`src/rtl/i2s_tx_fifo.sv`:
```
// Transmit sample FIFO between the APB audio registers and the I2S engine.
// Show-ahead head sample, fill level, low-water interrupt and sticky status.
module i2s_tx_fifo #(
  parameter int unsigned AW = 3,
  parameter int unsigned DW = 32
) (
  input  logic          clk,
  input  logic          rst,
  input  logic          wr_en,
  input  logic [DW-1:0] wr_data,
  input  logic          fifo_clear,
  input  logic [AW:0]   tx_thresh,
  output logic [DW-1:0] data_in,
  output logic          data_in_valid,
  input  logic          data_in_ack,
  input  logic          tx_underrun,
  output logic [AW:0]   level,
  output logic          full,
  output logic          tx_irq,
  output logic          overflow_st,
  output logic          underrun_st,
  input  logic          status_clr
);

  localparam int unsigned Depth = 2 ** AW;
  localparam logic [AW:0] FullLevel = {1'b1, {AW{1'b0}}};
  localparam logic [AW:0] PtrInc = (AW + 1)'(1);

  logic [DW-1:0] mem_q [Depth];
  logic [AW:0]   wr_ptr_q, rd_ptr_q;
  logic          overflow_q, underrun_q, tx_irq_q;
  logic          pop, push, overflow_evt;

  always_comb begin
    level         = wr_ptr_q - rd_ptr_q;
    full          = (level == FullLevel);
    data_in_valid = (level != '0);
    // Mask the head when empty so no stale sample reaches the engine.
    data_in       = data_in_valid ? mem_q[rd_ptr_q[AW-1:0]] : '0;
    pop           = data_in_ack & data_in_valid;
    push          = wr_en & (~full | pop);
    overflow_evt  = wr_en & full & ~pop & ~fifo_clear;
  end

  always_ff @(posedge clk) begin
    if (rst) begin
      wr_ptr_q   <= '0;
      rd_ptr_q   <= '0;
      overflow_q <= 1'b0;
      underrun_q <= 1'b0;
      tx_irq_q   <= 1'b1;
    end else begin
      if (fifo_clear) begin
        wr_ptr_q <= '0;
        rd_ptr_q <= '0;
      end else begin
        if (push) wr_ptr_q <= wr_ptr_q + PtrInc;
        if (pop)  rd_ptr_q <= rd_ptr_q + PtrInc;
      end
      // Set has priority over a coincident clear.
      if (overflow_evt)    overflow_q <= 1'b1;
      else if (status_clr) overflow_q <= 1'b0;
      if (tx_underrun)     underrun_q <= 1'b1;
      else if (status_clr) underrun_q <= 1'b0;
      tx_irq_q <= (level <= tx_thresh);
    end
  end

  always_ff @(posedge clk) begin
    if (!rst && !fifo_clear && push) mem_q[wr_ptr_q[AW-1:0]] <= wr_data;
  end

  assign overflow_st = overflow_q;
  assign underrun_st = underrun_q;
  assign tx_irq      = tx_irq_q;

endmodule
```
`config.mk`:
```
export PLATFORM = sky130hd
export DESIGN_NAME = i2s_tx_fifo
export DESIGN_NICKNAME = d
export VERILOG_FILES = /design/src/rtl/i2s_tx_fifo.sv
export SDC_FILE = /design/constraint.sdc
export NUM_CORES = 1
export LEC_CHECK = 0
export CAP_MARGIN = 20
export CELL_PAD_IN_SITES_DETAIL_PLACEMENT = 0
export CELL_PAD_IN_SITES_GLOBAL_PLACEMENT = 1
export CORE_MARGIN = 3
export CORE_UTILIZATION = 46
export CTS_CLUSTER_DIAMETER = 60
export DETAILED_ROUTE_END_ITERATION = 8
export HOLD_SLACK_MARGIN = 0.15
export PLACE_DENSITY = 0.74
export SETUP_SLACK_MARGIN = 0.2
export SYNTH_ARGS = -nofsm -noshare
export SYNTH_HDL_FRONTEND = slang
export SYNTH_SLANG_ARGS = --single-unit
```
`constraint.sdc`:
```
create_clock -name clk -period 4.9 [get_ports clk]
set_input_delay 1.47 -clock clk [delete_from_list [all_inputs] [get_ports clk]]
set_output_delay 1.47 -clock clk [all_outputs]
set_load 0.02 [all_outputs]
```
==> results.yml <==
outcome:
  status: "complete, no violations"
global_route:
  antenna_found_initial: 0
  grt_overflow: 0
  grt_pass1_vias: 5493
  grt_pass1_wl_um: 32100
  grt_max_degree: 37
  grt.total_usage: 0.169
critical_path:
  cp.required_ps: 3430
  start_kind: "flip-flop"
  worstPathArrival_ps: 3120
  worstSetupEndpointType: "output port"
  setup.worst_path.start: "wr_ptr_q[0]"
  crit_type: "reg2out"
  r2r_start: "rd_ptr_q[0]"
  worst-path-max-fanout: 35
layout:
  antenna_cells: 0
  nNetsFinal: 672
  fillers: 1625
  drive_above_1_share: 0.236
  post-route-util: 0.577
  area_growth_syn_to_layout_pct: 21.2
detailed_routing:
  via_per_inst: 5.58
  route.detailed.drc: 0
  drt_first_pass_iters: 4
  post_drt_wl_per_cell_um: 22.2
  drtIter0Drc: 295
  ant_nets: 0
  via_count: 5130
  wirelength_um: 20400
synthesis:
  synth_edf_count: 256
  yosys.area_share.simple: 0.0321
  async_flop_share: 0
  synthesis.area_um2: 10600
  synth.area.mux_share: 0.169
  synth_top_area_frac: 0.728
  synth_top_family_by_area: "multiplexers"
  synthFlopType: "edfxtp_1"
  syn-instance-count: 506
  yosys.area.top_type: "edfxtp_1"
  synth_warnings: 0
  synth-seq-cells: 270
  synth_area_per_cell_um2: 20.9
  syn_nets: 559
  yosysSeqAreaShare: 0.755
  ys_top_cells_by_area: "edfxtp_1 (73%), mux4_2 (14%), mux2i_1 (3.2%)"
  synth_xor_xnor_area_share: 0.00166
  synth_compound_area_frac: 0.0155
  yosys.area_share.adder: 0.0126
  synth.distinct_cells: 39
power:
  p_int_uw: 3850
  p_comb_frac: 0.081
  netSwitchingPower_uw: 1040
  power.density_nw_per_um2: 383
  p_seq_frac: 0.521
  leakagePower_uw: 0.00425
  clockPowerShare: 0.398
  swShare: 0.213
  ir_worst_vdd_uv: 298
clocking:
  tritoncts: "built"
  clkTransAtPathRegs_ps: 60
  cts_max_path_buffers: 3
  cts.sinks: 270
  clock_insertion_delay_worst_skew_ps: 530
  cts_buffers: 28
  htreeDepth: 1
  cts_setup_buffers: 0
  cts-root-buf: "clkbuf_16"
die:
  pin_count: 84
  chipWidth_um: 157
  dieArea_um2: 24800
  start_util: 0.476
  die_y_um: 157
  rows: 54
  core_area_um2: 22200
sta:
  min_period_over_period: 0.936
  hold_violations: 0
  rsz0062_at_grt: "yes"
  finClkSkew_ps: 13.9
  setup_viol: 0
  drv_slew: 0
  slew_headroom: 0.531
  fmax_mhz: 218
  worst_slack_ps: 313
  tightest_slew_ps: 702
  period_minus_slack_ps: 4590
flow_run:
  max-cap-violations: 0
placed_design:
  pre_cts_ws_ps: 611
  numPortBuffers: 83
  place_congestion: 0.724
  post-dp-hpwl_um: 12200
min_path:
  min_from: "underrun_st"
  hold_path_class: "reg2reg"
flip-flops by register name, summed over array words and instances, names as in the netlist, named ones only:
| signal | cells |
|---|---|
| overflow_st | 1 |
| mem_q | 256 |
| tx_irq | 1 |
| wr_ptr_q | 4 |
| underrun_st | 1 |
| rd_ptr_q | 4 |
area by class of cell:
class | count | area [um^2] | share of cell area
flip-flops and latches | 270 | 7980 | 0.624
multi-input cells | 202 | 2510 | 0.196
repair buffers | 106 | 1050 | 0.0824
clock buffers | 35 | 748 | 0.0585
well taps | 280 | 350 | 0.0274
clock inverters | 15 | 104 | 0.00812
inverters | 11 | 41.3 | 0.00323
synthesized netlist by cell type (4+ instances only):
library cell / count
nand2_1: 7
nor2_1: 39
a21oi_1: 5
clkbuf_1: 5
ha_1: 9
edfxtp_1: 256
inv_1: 10
nor3b_1: 5
mux4_2: 64
buf_4: 6
and2_1: 4
nand4_1: 4
buf_1: 10
mux2i_1: 34
dfxtp_1: 14
logic make-up after synthesis:
family / Yosys count
DFF: 270
muxes: 98
and+or+nand+nor: 71
buffers and inverters: 34
AOI/OAI and AO/OA: 21
adders and majority gates: 10
xor gates and xnor gates: 2
metrics by stage:
| step | TNS (ps) | hold slack, ps | cell area [um^2] | total power (uW) | cells |
|---|---|---|---|---|---|
| after floorplan | -6510 | 458 | 10600 | 2800 | 506 |
| after global placement | 0 | 468 | 11900 | 2980 | 869 |
| after detailed placement | 0 | 488 | 11900 | 2990 | 869 |
| after CTS | 0 | 501 | 12700 | 4950 | 919 |
| after global routing | 0 | 528 | 12800 | 5070 | 919 |
| final | 0 | 496 | 12800 | 4900 | 919 |
critical path, stage by stage, from the launching register on:
cell and delay (ps):
dfxtp_1 370, inv_1 90, ha_1 210, inv_1 70
fa_1 490, nor3_4 250, a21boi_4 220, buf_12 230
nor2_1 100, clkdlybuf4s50_1 550
what timing repair did:
action / CTS / global route
pin swaps: 0 / 1
gates cloned: 0 / 0
resized for setup: 3 / 19
endpoints found under the setup margin: 33 / 33
hold buffers: 0 / 0
layer usage:
layer / wire, um / GRT usage / share of wire / up-vias
li1: - / - / - / 2288
met1: 8600 / 0.229 / 0.42 / 2681
met2: 10400 / 0.287 / 0.51 / 125
met3: 1050 / 0.0322 / 0.051 / 36
met4: 376 / 0.0426 / 0.018 / 0
met5: 0 / 0 / 0 / -
final timing paths:
| path | endpoint | depth (start not counted) | slack [ps] |
|---|---|---|---|
| worst min-delay path | underrun_st | 2 | 500 |
| worst min register to register | underrun_st | 2 | 500 |
| worst max register to register | mem_q[6][8] | 9 | 1710 |
| worst max-delay path | data_in[17] | 9 | 310 |
power by group through the flow:
| stage | clock network (uW) | registers (uW) | logic (uW) |
|---|---|---|---|
| 2_1_floorplan | 0 | 2590 | 205 |
| 5_1_grt | 2090 | 2550 | 427 |
| 3_3_place_gp | 0 | 2600 | 385 |
| 3_5_place_dp | 0 | 2600 | 393 |
| 4_1_cts | 2000 | 2550 | 399 |
| 6_report | 1950 | 2550 | 394 |
cells in the final DEF (no fill, tap or decap), drive strengths merged, types with 2 or more instances in the layout:
cell             n
edfxtp         256
clkdlybuf4s50   68
mux4            64
nor2            39
clkbuf          35
mux2i           34
buf             23
dlymetal6s2s    15
dfxtp           14
clkinv          12
inv             11
ha               9
nand2            7
a21oi            5
nor3b            5
and2             4
nand4            4
a31o             3
o21ai            3
nor3             3
nand3            3
a41o             2
or3              2
o21a             2
clkinvlp         2
xor2             2
a21o             2
No activity file was read; power rests on OpenSTA's default activity.
